===== src/rtl/fetch_stage.sv =====
// rtl/fetch_stage.sv - instruction-fetch stage: PC, next-PC mux, IF/ID register, perf counters
//
// Purpose:
//   Holds the program counter and selects the next PC (PC+4, jump, branch)
//   under hazard-unit control, presents the PC to instruction memory, owns
//   the IF/ID pipeline register and keeps saturating stall/redirect/wait
//   counters.
//
// Ports:
//   Clk, Rst                    clock; asynchronous active-low reset
//   PC_write, IF_write, addrSel hazard-unit controls
//   JumpTarget, BranchTarget    redirect targets from ID / EX
//   imem_addr                   instruction address (always PC)
//   imem_valid, Instr_in        instruction memory response
//   PC                          current program counter
//   IF_ID_Instr/PCPlus4/Valid   IF/ID pipeline register outputs
//   sel_err                     sticky flag for reserved addrSel with PC_write
//   stall_cnt, redirect_cnt,
//   imem_wait_cnt               saturating performance counters

module fetch_stage #(
  parameter logic [31:0] RESET_PC = 32'h0000_0000,
  parameter int          CNT_W    = 16
) (
  input  logic             Clk,
  input  logic             Rst,
  input  logic             PC_write,
  input  logic             IF_write,
  input  logic [1:0]       addrSel,
  input  logic [31:0]      JumpTarget,
  input  logic [31:0]      BranchTarget,
  output logic [31:0]      imem_addr,
  input  logic             imem_valid,
  input  logic [31:0]      Instr_in,
  output logic [31:0]      PC,
  output logic [31:0]      IF_ID_Instr,
  output logic [31:0]      IF_ID_PCPlus4,
  output logic             IF_ID_Valid,
  output logic             sel_err,
  output logic [CNT_W-1:0] stall_cnt,
  output logic [CNT_W-1:0] redirect_cnt,
  output logic [CNT_W-1:0] imem_wait_cnt
);

  localparam logic [1:0] SEL_SEQ    = 2'b00;
  localparam logic [1:0] SEL_JUMP   = 2'b01;
  localparam logic [1:0] SEL_BRANCH = 2'b10;
  localparam logic [1:0] SEL_RSVD   = 2'b11;

  localparam logic [CNT_W-1:0] CNT_ONE = {{(CNT_W-1){1'b0}}, 1'b1};
  localparam logic [CNT_W-1:0] CNT_MAX = {CNT_W{1'b1}};

  logic [31:0] pc_plus4;
  logic        redirect;
  logic        mem_wait;

  assign imem_addr = PC;
  assign pc_plus4  = PC + 32'd4;
  assign redirect  = PC_write && (addrSel == SEL_JUMP || addrSel == SEL_BRANCH);
  assign mem_wait  = PC_write && (addrSel == SEL_SEQ) && !imem_valid;

  // Program counter and sticky select error.
  always_ff @(posedge Clk or negedge Rst) begin
    if (!Rst) begin
      PC      <= RESET_PC;
      sel_err <= 1'b0;
    end else if (PC_write) begin
      case (addrSel)
        SEL_JUMP:   PC <= JumpTarget;
        SEL_BRANCH: PC <= BranchTarget;
        SEL_SEQ:    if (imem_valid) PC <= pc_plus4;
        SEL_RSVD:   sel_err <= 1'b1;
        default:    ;
      endcase
    end
  end

  // IF/ID register: a missing fetch is loaded as a NOP bubble.
  always_ff @(posedge Clk or negedge Rst) begin
    if (!Rst) begin
      IF_ID_Instr   <= 32'h0;
      IF_ID_PCPlus4 <= 32'h0;
      IF_ID_Valid   <= 1'b0;
    end else if (IF_write) begin
      if (imem_valid) begin
        IF_ID_Instr   <= Instr_in;
        IF_ID_PCPlus4 <= pc_plus4;
        IF_ID_Valid   <= 1'b1;
      end else begin
        IF_ID_Instr   <= 32'h0;
        IF_ID_PCPlus4 <= 32'h0;
        IF_ID_Valid   <= 1'b0;
      end
    end
  end

  // Saturating counters; each stops at all-ones.
  always_ff @(posedge Clk or negedge Rst) begin
    if (!Rst) begin
      stall_cnt     <= '0;
      redirect_cnt  <= '0;
      imem_wait_cnt <= '0;
    end else begin
      if (!PC_write && stall_cnt != CNT_MAX)
        stall_cnt <= stall_cnt + CNT_ONE;
      if (redirect && redirect_cnt != CNT_MAX)
        redirect_cnt <= redirect_cnt + CNT_ONE;
      if (mem_wait && imem_wait_cnt != CNT_MAX)
        imem_wait_cnt <= imem_wait_cnt + CNT_ONE;
    end
  end

endmodule

===== config.mk =====
export PLATFORM = sky130hd
export DESIGN_NAME = fetch_stage
export DESIGN_NICKNAME = d
export VERILOG_FILES = /design/src/rtl/fetch_stage.sv
export SDC_FILE = /design/constraint.sdc
export NUM_CORES = 1
export LEC_CHECK = 0
export BUFFER_PORTS_ARGS = -buffer_cell sky130_fd_sc_hd__buf_2
export CAP_MARGIN = 20
export CORE_MARGIN = 4
export CORE_UTILIZATION = 30
export CTS_BUF_LIST = sky130_fd_sc_hd__clkbuf_2 sky130_fd_sc_hd__clkbuf_4 sky130_fd_sc_hd__clkbuf_8
export CTS_CLUSTER_SIZE = 30
export DETAILED_ROUTE_END_ITERATION = 12
export HOLD_SLACK_MARGIN = 0.15
export PLACE_DENSITY = 0.61
export SLEW_MARGIN = 40
export SYNTH_ARGS = -nofsm -noshare
export SYNTH_HDL_FRONTEND = slang
export SYNTH_SLANG_ARGS = --single-unit

===== constraint.sdc =====
create_clock -name Clk -period 3.4 [get_ports Clk]
set_clock_uncertainty 0.15 [all_clocks]
set_input_delay 0.68 -clock Clk [delete_from_list [all_inputs] [get_ports Clk]]
set_output_delay 0.68 -clock Clk [all_outputs]
set_load 0.01 [all_outputs]

==> qor.yml, run 1 <==
worst_hold_path:
  hp-start: "sel_err"
  hold_depth: 1
  holdCritPathClass: "flip-flop to flip-flop"
  min_to: "sel_err"
layout:
  drive_above_1_share_pct: 33.71
  fillers: 2626
  multi_input_area_sq_um: 3272
  synthToLayoutAreaGrowth_pct: 25.78
  nNetsFinal: 1148
  seq_area_sq_um: 3654
die:
  ios: 281
  die_x_um: 167.3
  die_area_sq_um: 27980
  core-area_sq_um: 25040
  start_util_pct: 30.39
  rows: 58
  die_y_um: 167.3
global_routing:
  grt_pass1_wl_um: 38840
  antenna_found_initial: 7
  grt_start_max_net_pins: 62
  grtUsageTotal_pct: 17.50
  grt_overflow: 0
  grt_pass1_vias: 6757
sta:
  worstMarginPinSlew_ns: 0.7112
  finalCritPeriodShare_pct: 77.58
  hold_viol: 0
  setup_viol: 0
  fin_tns_setup_ns: 0
  maxSlewViolCount: 0
  grt_setup_unrepaired: "no"
  max_slew_margin_pct: 52.47
  fmax_mhz: 379.1
  min_period_ns: 2.638
logic_synthesis:
  synth_cell_type_count: 56
  synth_edf_count: 0
  ys.flop_type: "dfrtp_1"
  synthArstFlopShare_pct: 100.0
  synth_warnings: 0
  synth-seq-cells: 146
  syn_avg_cell_area_sq_um: 9.477
  synth_fp_nets: 913
  seq_area_frac_synth_pct: 48.01
  synthCells: 803
  synth_area_sq_um: 7610
run:
  maxCapViolCount: 0
clock_tree:
  ctsResizeCount: 0
  cts_buffers: 17
  clkSinkCount: 146
  cts_max_level: 4
  root_buffer: "clkbuf_8"
  clock_path_buffers: 2
  cts_tree: "built"
  clk_latency_ns: 0.45
  clkTransAtPathRegs_ns: 0.09
power:
  ir_worst_vdd_uv: 170.2
  combPwrFrac_pct: 27.6
  p_clk_share_pct: 26.5
  netSwitchingPower_mw: 1.955
  seq_power_share_pct: 45.9
  power_density_nw_per_um2: 544.2
  total_power_mw: 5.209
  intPower_mw: 3.254
  leakage_nw: 4.623
  p_sw_share_pct: 37.53
placement:
  port_buffers: 280
  gp_congestion: 0.8253
  place_hpwl_um: 18680
setup_path:
  worst-path-buf-inv: 0
  cp-start-kind: "flip-flop"
  crit_family: "simple AND/OR/NAND/NOR gates"
  critPathLaunch: "PC[2]"
  crit_chain: "ha_1, nand3_1, or3_1, nor4_2, mux2i_1, o21ai_0"
  slowest_delay_ns: 0.56
  r2r_cells: 6
  r2r_end: "PC[30]"
  crit_slowest_cell: "dfrtp_1"
  cp_data_required_time_ns: 3.57
  path_class: "flip-flop to flip-flop"
  cp.arrival_ns: 2.81
  reg2reg_from: "PC[2]"
  reg2reg_slack_ns: 0.76
  crit_fanout: 7
  cp-end-kind: "flip-flop"
detailed_routing:
  drt-total-wl_um: 25290
  via_per_inst: 4.914
  routedWlPerCell_um: 18.23
  dr.pass1.iters: 5
  drtAntennaViolNets: 0
  drc: 0
  drt_iter0_drc: 466
  vias: 6816
status:
  status: "completed"
-- layout by cell type, fill, tap and decap left out, types with 5 or more instances in the layout --
cell type and n:
a21boi_0 5, nand4_1 14, nand3_1 71, dfrtp_1 146
a21oi_1 22, nand2_1 37, buf_2 278, and3_1 17
buf_4 17, and4_1 8, clkbuf_8 19, xor2_1 28
and2_1 5, xnor2_1 37, inv_6 5, mux2_2 6
nor3_1 15, a221oi_1 20, mux2i_1 12, a221o_1 6
o22ai_1 29, ha_1 6, diode_2 7, a31o_2 6
o21ai_0 52, nor2_1 50, nor4_1 8, inv_1 66
nor2b_1 9
-- cell usage after synthesis, types with 3 or more instances --
| cell | n | area (sq um) |
|---|---|---|
| a21boi_0 | 5 | 37.54 |
| a21oi_1 | 22 | 110.1 |
| a221o_1 | 6 | 60.06 |
| a221oi_1 | 20 | 175.2 |
| a22oi_1 | 4 | 30.03 |
| a31o_2 | 6 | 52.55 |
| a31oi_1 | 3 | 18.77 |
| and2_1 | 5 | 31.28 |
| and3_1 | 17 | 106.4 |
| and4_1 | 8 | 70.07 |
| buf_1 | 4 | 15.01 |
| buf_2 | 8 | 40.04 |
| buf_4 | 33 | 247.7 |
| clkbuf_1 | 38 | 142.6 |
| dfrtp_1 | 146 | 3654 |
| ha_1 | 7 | 87.58 |
| inv_1 | 66 | 247.7 |
| mux2_2 | 6 | 67.56 |
| mux2i_1 | 12 | 120.1 |
| nand2_1 | 38 | 142.6 |
| nand3_1 | 71 | 355.3 |
| nand4_1 | 14 | 87.58 |
| nor2_1 | 51 | 191.4 |
| nor2b_1 | 9 | 56.30 |
| nor3_1 | 15 | 75.07 |
| nor4_1 | 8 | 50.05 |
| o21ai_0 | 52 | 260.3 |
| o22ai_1 | 29 | 181.4 |
| or4_4 | 3 | 33.78 |
| xnor2_1 | 37 | 324.1 |
| xor2_1 | 28 | 245.2 |
-- cell type report --
type                            instances  area share (%)
Clock buffer                           19           2.732
Tap cell                              330           4.314
Timing Repair Buffer                  299           16.51
Multi-Input combinational cell        507           34.18
Sequential cell                       146           38.17
Clock inverter                         12           1.281
Antenna cell                            7          0.1830
Inverter                               67           2.627
-- layer usage --
metal,vias up,GRT usage (%),share of wire (%)
li1,3278,-,-
met1,3293,23.32,44
met2,211,28.11,48
met3,34,3.352,5.5
met4,0,7.163,2.8
met5,-,0,0
-- kinds of logic after synthesis --
| group | share of synthesized area [%] |
|---|---|
| compound gates | 14.06 |
| xor+xnor | 7.481 |
| fa+ha+maj | 1.151 |
| buf+inv | 9.158 |
| flops | 48.01 |
| mux | 2.466 |
| simple gates | 17.68 |
-- state kept, by name, indices dropped and copies added, names as in the netlist --
signal         flops
IF_ID_Instr       32
IF_ID_PCPlus4     32
PC                32
imem_wait_cnt     16
redirect_cnt      16
stall_cnt         16
IF_ID_Valid        1
sel_err            1
-- timing repair --
action / in CTS / in global routing
hold endpoints to repair: 58 / 0
setup buffers: 0 / 0
hold buffers: 1 / 0
setup endpoints to repair: 0 / 0
-- through the flow --
step / std cells / utilization [%] / area, sq um / worst slack [ns] / hold WS, ns
2_1_floorplan: 803 / - / 7610 / 0.8330 / 0.2344
3_3_place_gp: 1348 / 36.59 / 9160 / 0.6601 / 0.2839
3_5_place_dp: 1348 / 36.59 / 9160 / 0.6283 / 0.2894
4_1_cts: 1380 / 38.16 / 9554 / 0.7071 / 0.2844
5_1_grt: 1387 / 38.23 / 9572 / 0.5607 / 0.2799
6_report: 1387 / 38.23 / 9572 / 0.7622 / 0.3084
-- power groups by stage --
stage               Combinational [mW]  Sequential, mW  Clock (mW)
detailed placement                1.46            2.43           0
global placement                  1.44            2.42           0
floorplan                        0.811            2.43           0
CTS                               1.46            2.39        1.43
finish                            1.44            2.39        1.38
global route                      1.60            2.45        1.49
-- worst max path at each step --
stage,endpoint,cells after the start
global placement,PC[10],9
global route,PC[30],6
floorplan,PC[12],9
CTS,PC[30],6
finish,PC[30],6
detailed placement,PC[15],9
Power figures use the tool's default switching activity.
==> inputs of run 2 (changes only) <==
clock period = 2.6 ns   (was 3.4 ns; I/O delays follow)
==> qor.yml, run 2 (synthesis results as in run 1) <==
layout:
  synthToLayoutAreaGrowth_pct: 32.87
  multi_input_area_sq_um: 3272
  fillers: 2529
  nNetsFinal: 1201
  reg_top3: "IF_ID_Instr: 32 flops, IF_ID_PCPlus4: 32 flops, PC: 32 flops"
  mostFrequentLayoutCells: "buf_2 (278), dfrtp_1 (146), nand3_1 (71)"
  layout_commonest_cell: "buf_2"
  seq_area_sq_um: 3654
  finalInstanceArea_sq_um: 10110
  drive_above_1_share_pct: 34.27
detailed_routing:
  dr.pass1.iters: 4
  via_per_inst: 4.830
  drt_iter0_drc: 363
  routedWlPerCell_um: 17.79
  drc: 0
  vias: 6941
  drt-total-wl_um: 25570
  drtAntennaViolNets: 0
power:
  power_density_nw_per_um2: 700.7
  netSwitchingPower_mw: 2.537
  ir_worst_vdd_uv: 268.1
  intPower_mw: 4.548
  total_power_mw: 7.084
  p_sw_share_pct: 35.81
  combPwrFrac_pct: 29.6
  seq_power_share_pct: 43.1
  leakage_nw: 4.899
  p_clk_share_pct: 27.3
die:
  die_y_um: 167.3
  start_util_pct: 30.39
  core-area_sq_um: 25040
  die_x_um: 167.3
  rows: 58
  ios: 281
  die_area_sq_um: 27980
setup_path:
  cp-start-kind: "flip-flop"
  cp.arrival_ns: 2.53
  crit_fanout: 7
  cp_data_required_time_ns: 2.76
  path_class: "flip-flop to flip-flop"
  r2r_cells: 5
  cp-end-kind: "flip-flop"
sta:
  hold_viol: 0
  grt_setup_unrepaired: "no"
  setup_viol: 0
  hold_ws_ns: 0.1830
  min_period_ns: 2.372
  fin_tns_setup_ns: 0
  fmax_mhz: 421.6
  finalCritPeriodShare_pct: 91.24
  worstMarginPinSlew_ns: 0.6290
  max_slew_margin_pct: 57.68
  maxSlewViolCount: 0
clock_tree:
  clock_path_buffers: 2
  cts_tree: "built"
  cts_buffers: 17
  clkSinkCount: 146
  cts_setup_buffers: 0
  cts_max_level: 4
  clk_latency_ns: 0.45
  root_buffer: "clkbuf_8"
  clkTransAtPathRegs_ns: 0.08
global_routing:
  grt_start_max_net_pins: 67
  grt_pass1_wl_um: 39450
  grtUsageTotal_pct: 17.84
  grt_overflow: 0
  antenna_found_initial: 4
  grt_pass1_vias: 6807
placement:
  port_buffers: 280
  placed_area_sq_um: 9378
  gp_congestion: 0.8551
  place_hpwl_um: 19050
worst_hold_path:
  hold_depth: 3
  holdCritPathClass: "input port to flip-flop"
run:
  maxCapViolCount: 0
status:
  status: "completed"
-- run 2: changes by cell type in the layout (fill, tap and decap cells not counted) --
cell and change:
dlygate4sd3_1 +29, buf_4 +21, inv_6 -4, buf_12 +3
diode_2 -3, bufinv_16 +2, clkbuf_4 +1, clkinv_2 +1
clkinv_4 +1, clkinvlp_4 -1
-- run 2: worst paths after layout --
path | from | endpoint | slack (ns)
max | PC[7] | IF_ID_PCPlus4[31] | 0.23
min | Instr_in[1] | IF_ID_Instr[1] | 0.18
max reg2reg | PC[7] | IF_ID_PCPlus4[31] | 0.23
min reg2reg | sel_err | sel_err | 0.31
max in group asynchronous | Rst | PC[0] | 1.20
min in group asynchronous | Rst | redirect_cnt[11] | 0.45
-- run 2: stage by stage --
step,cells,setup WS (ns),util (%)
after floorplan,803,0.1930,-
after detailed placement,1372,0.2267,37.46
after CTS,1433,0.2382,40.34
final,1437,0.2278,40.38
after global routing,1437,0.1241,40.38
after global placement,1372,0.2173,37.46
-- run 2: layer usage --
| metal | GRT usage (%) | vias up | share of wire, % |
|---|---|---|---|
| li1 | - | 3352 | - |
| met2 | 28.13 | 233 | 46 |
| met4 | 8.151 | 0 | 4.2 |
| met5 | 0 | - | 0 |
| met3 | 3.777 | 49 | 5.8 |
| met1 | 23.64 | 3307 | 44 |
-- run 2: layout make-up --
cell class	instances	area share [%]
Antenna cell	4	0.09900
Clock buffer	20	2.661
Clock inverter	11	1.522
Inverter	67	2.487
Multi-Input combinational cell	507	32.36
Sequential cell	146	36.13
Tap cell	330	4.084
Timing Repair Buffer	352	20.65
-- run 2: what timing repair did --
item                                    CTS  global route
hold buffers                             30             0
endpoints found under the hold margin    82             0
resized for setup                         0             0
endpoints found under the setup margin    0             0
-- run 2: worst max-delay path, cell delays in order (launching register included) --
cell	delay (ns)
dfrtp_1	0.50
nand4_4	0.18
or4_4	0.57
or4_4	0.58
xor2_1	0.19
o22ai_2	0.08
-- run 2: power groups by stage --
| stage | sequential, mW | clock [mW] | combinational (mW) |
|---|---|---|---|
| 2_1_floorplan | 3.18 | 0 | 1.06 |
| 3_3_place_gp | 3.08 | 0 | 2.06 |
| 3_5_place_dp | 3.10 | 0 | 2.08 |
| 4_1_cts | 3.05 | 2.00 | 2.12 |
| 5_1_grt | 3.13 | 2.10 | 2.30 |
| 6_report | 3.05 | 1.94 | 2.09 |
==> inputs of run 3 (changes only) <==
CORE_UTILIZATION = 51   (was 30)
PLACE_DENSITY = 0.82   (was 0.61)
==> qor.yml, run 3 (synthesis results as in run 1) <==
detailed_routing:
  drtAntennaViolNets: 0
  drt_iter0_drc: 494
  via_per_inst: 5.513
  vias: 6952
  drc: 0
  drt-total-wl_um: 22110
  dr.pass1.iters: 5
  routedWlPerCell_um: 17.54
setup_path:
  crit_chain: "ha_1, nand3_1, or3_1, nor4_2, mux2i_1, o21ai_0"
  cp.arrival_ns: 2.61
  cp_data_required_time_ns: 2.76
  cp-start-kind: "flip-flop"
  slowest_delay_ns: 0.49
  path_class: "flip-flop to flip-flop"
  crit_slowest_cell: "or3_1"
  crit_fanout: 5
  cp-end-kind: "flip-flop"
layout:
  layout_commonest_cell: "buf_2"
  utilization_pct: 65.80
  synthToLayoutAreaGrowth_pct: 26.14
  nNetsFinal: 1174
  reg_top3: "IF_ID_Instr: 32 flops, IF_ID_PCPlus4: 32 flops, PC: 32 flops"
  drive_above_1_share_pct: 33.98
  mostFrequentLayoutCells: "buf_2 (278), dfrtp_1 (146), nand3_1 (71)"
  n_antenna_cell: 0
die:
  start_util_pct: 52.16
  ios: 281
  rows: 44
  die_x_um: 130.2
  core-area_sq_um: 14590
  die_y_um: 130.2
  die_area_sq_um: 16940
power:
  ir_worst_vdd_uv: 385.4
  total_power_mw: 6.692
  leakage_nw: 4.735
  power_density_nw_per_um2: 697.1
sta:
  hold_viol: 0
  maxSlewViolCount: 0
  max_slew_margin_pct: 53.97
  setup_ws_ns: 0.1532
  hold_ws_ns: 0.1781
  fin_tns_setup_ns: 0
  fmax_mhz: 408.7
  grt_setup_unrepaired: "no"
  setup_viol: 0
  worstMarginPinSlew_ns: 0.6888
  min_period_ns: 2.447
  finalCritPeriodShare_pct: 94.11
placement:
  port_buffers: 280
  dp_slack_ns: 0.1796
  gp_congestion: 0.8665
  place_hpwl_um: 16700
global_routing:
  grt_overflow: 0
  grt_pass1_wl_um: 33930
  grt_pass1_vias: 6463
  grt_start_max_net_pins: 57
  antenna_found_initial: 0
  grtUsageTotal_pct: 25.75
clock_tree:
  cts_tree: "built"
  root_buffer: "clkbuf_8"
  clkTransAtPathRegs_ns: 0.08
  cts_setup_buffers: 0
  postCtsHoldBufs: 15
  clock_path_buffers: 2
  clkSinkCount: 146
  clk_latency_ns: 0.44
  cts_max_level: 4
  cts_buffers: 17
  ctsResizeCount: 0
run:
  maxCapViolCount: 0
worst_hold_path:
  holdCritPathClass: "input port to flip-flop"
status:
  status: "completed"
-- run 3: final timing paths --
path	startpoint	end	slack [ns]	cells past startpoint
max	PC[3]	PC[30]	0.15	6
min	Instr_in[18]	IF_ID_Instr[18]	0.18	3
max reg2reg	PC[3]	PC[30]	0.15	6
min reg2reg	sel_err	sel_err	0.31	1
max in group asynchronous	Rst	imem_wait_cnt[15]	1.17	3
min in group asynchronous	Rst	IF_ID_PCPlus4[1]	0.47	2
-- run 3: layout make-up --
cell class | count | area [sq um]
Fill cell | 1180 | 4990
Multi-Input combinational cell | 507 | 3264
Clock buffer | 18 | 247.7
Sequential cell | 146 | 3654
Clock inverter | 14 | 116.4
Timing Repair Buffer | 325 | 1836
Tap cell | 184 | 230.2
Inverter | 67 | 251.5
-- run 3: power breakdown --
part / leakage [nW] / total [mW] / switching [mW] / internal [mW]
logic: 2.76 / 1.98 / 1.12 / 0.859
registers: 1.81 / 3.07 / 0.448 / 2.62
clock network: 0.168 / 1.65 / 0.876 / 0.770
total: 4.74 / 6.69 / 2.44 / 4.25
-- run 3: routing by layer --
layer  wire (um)  track usage, %  vias to the layer above  part of all wire (%)
met5           0               0                        -                     0
met3        1628           4.789                       32                   7.4
met1        9328           34.85                     3307                    42
li1            -               -                     3316                     -
met2       10740           41.91                      297                    49
met4         414           8.741                        0                   1.9
-- run 3: through the flow --
| stage | std cells | cell area (sq um) |
|---|---|---|
| global placement | 1214 | 9085 |
| CTS | 1261 | 9599 |
| detailed placement | 1214 | 9085 |
| finish | 1261 | 9599 |
| floorplan | 803 | 7610 |
| global route | 1261 | 9599 |
-- run 3: worst max-delay path: cells and delay by family, from the launching register on --
| kind | cells | cell delay [ns] |
|---|---|---|
| compound gates | 1 | 0.10 |
| fa+ha+maj | 1 | 0.29 |
| flops | 1 | 0.48 |
| mux | 1 | 0.23 |
| simple gates | 3 | 1.07 |
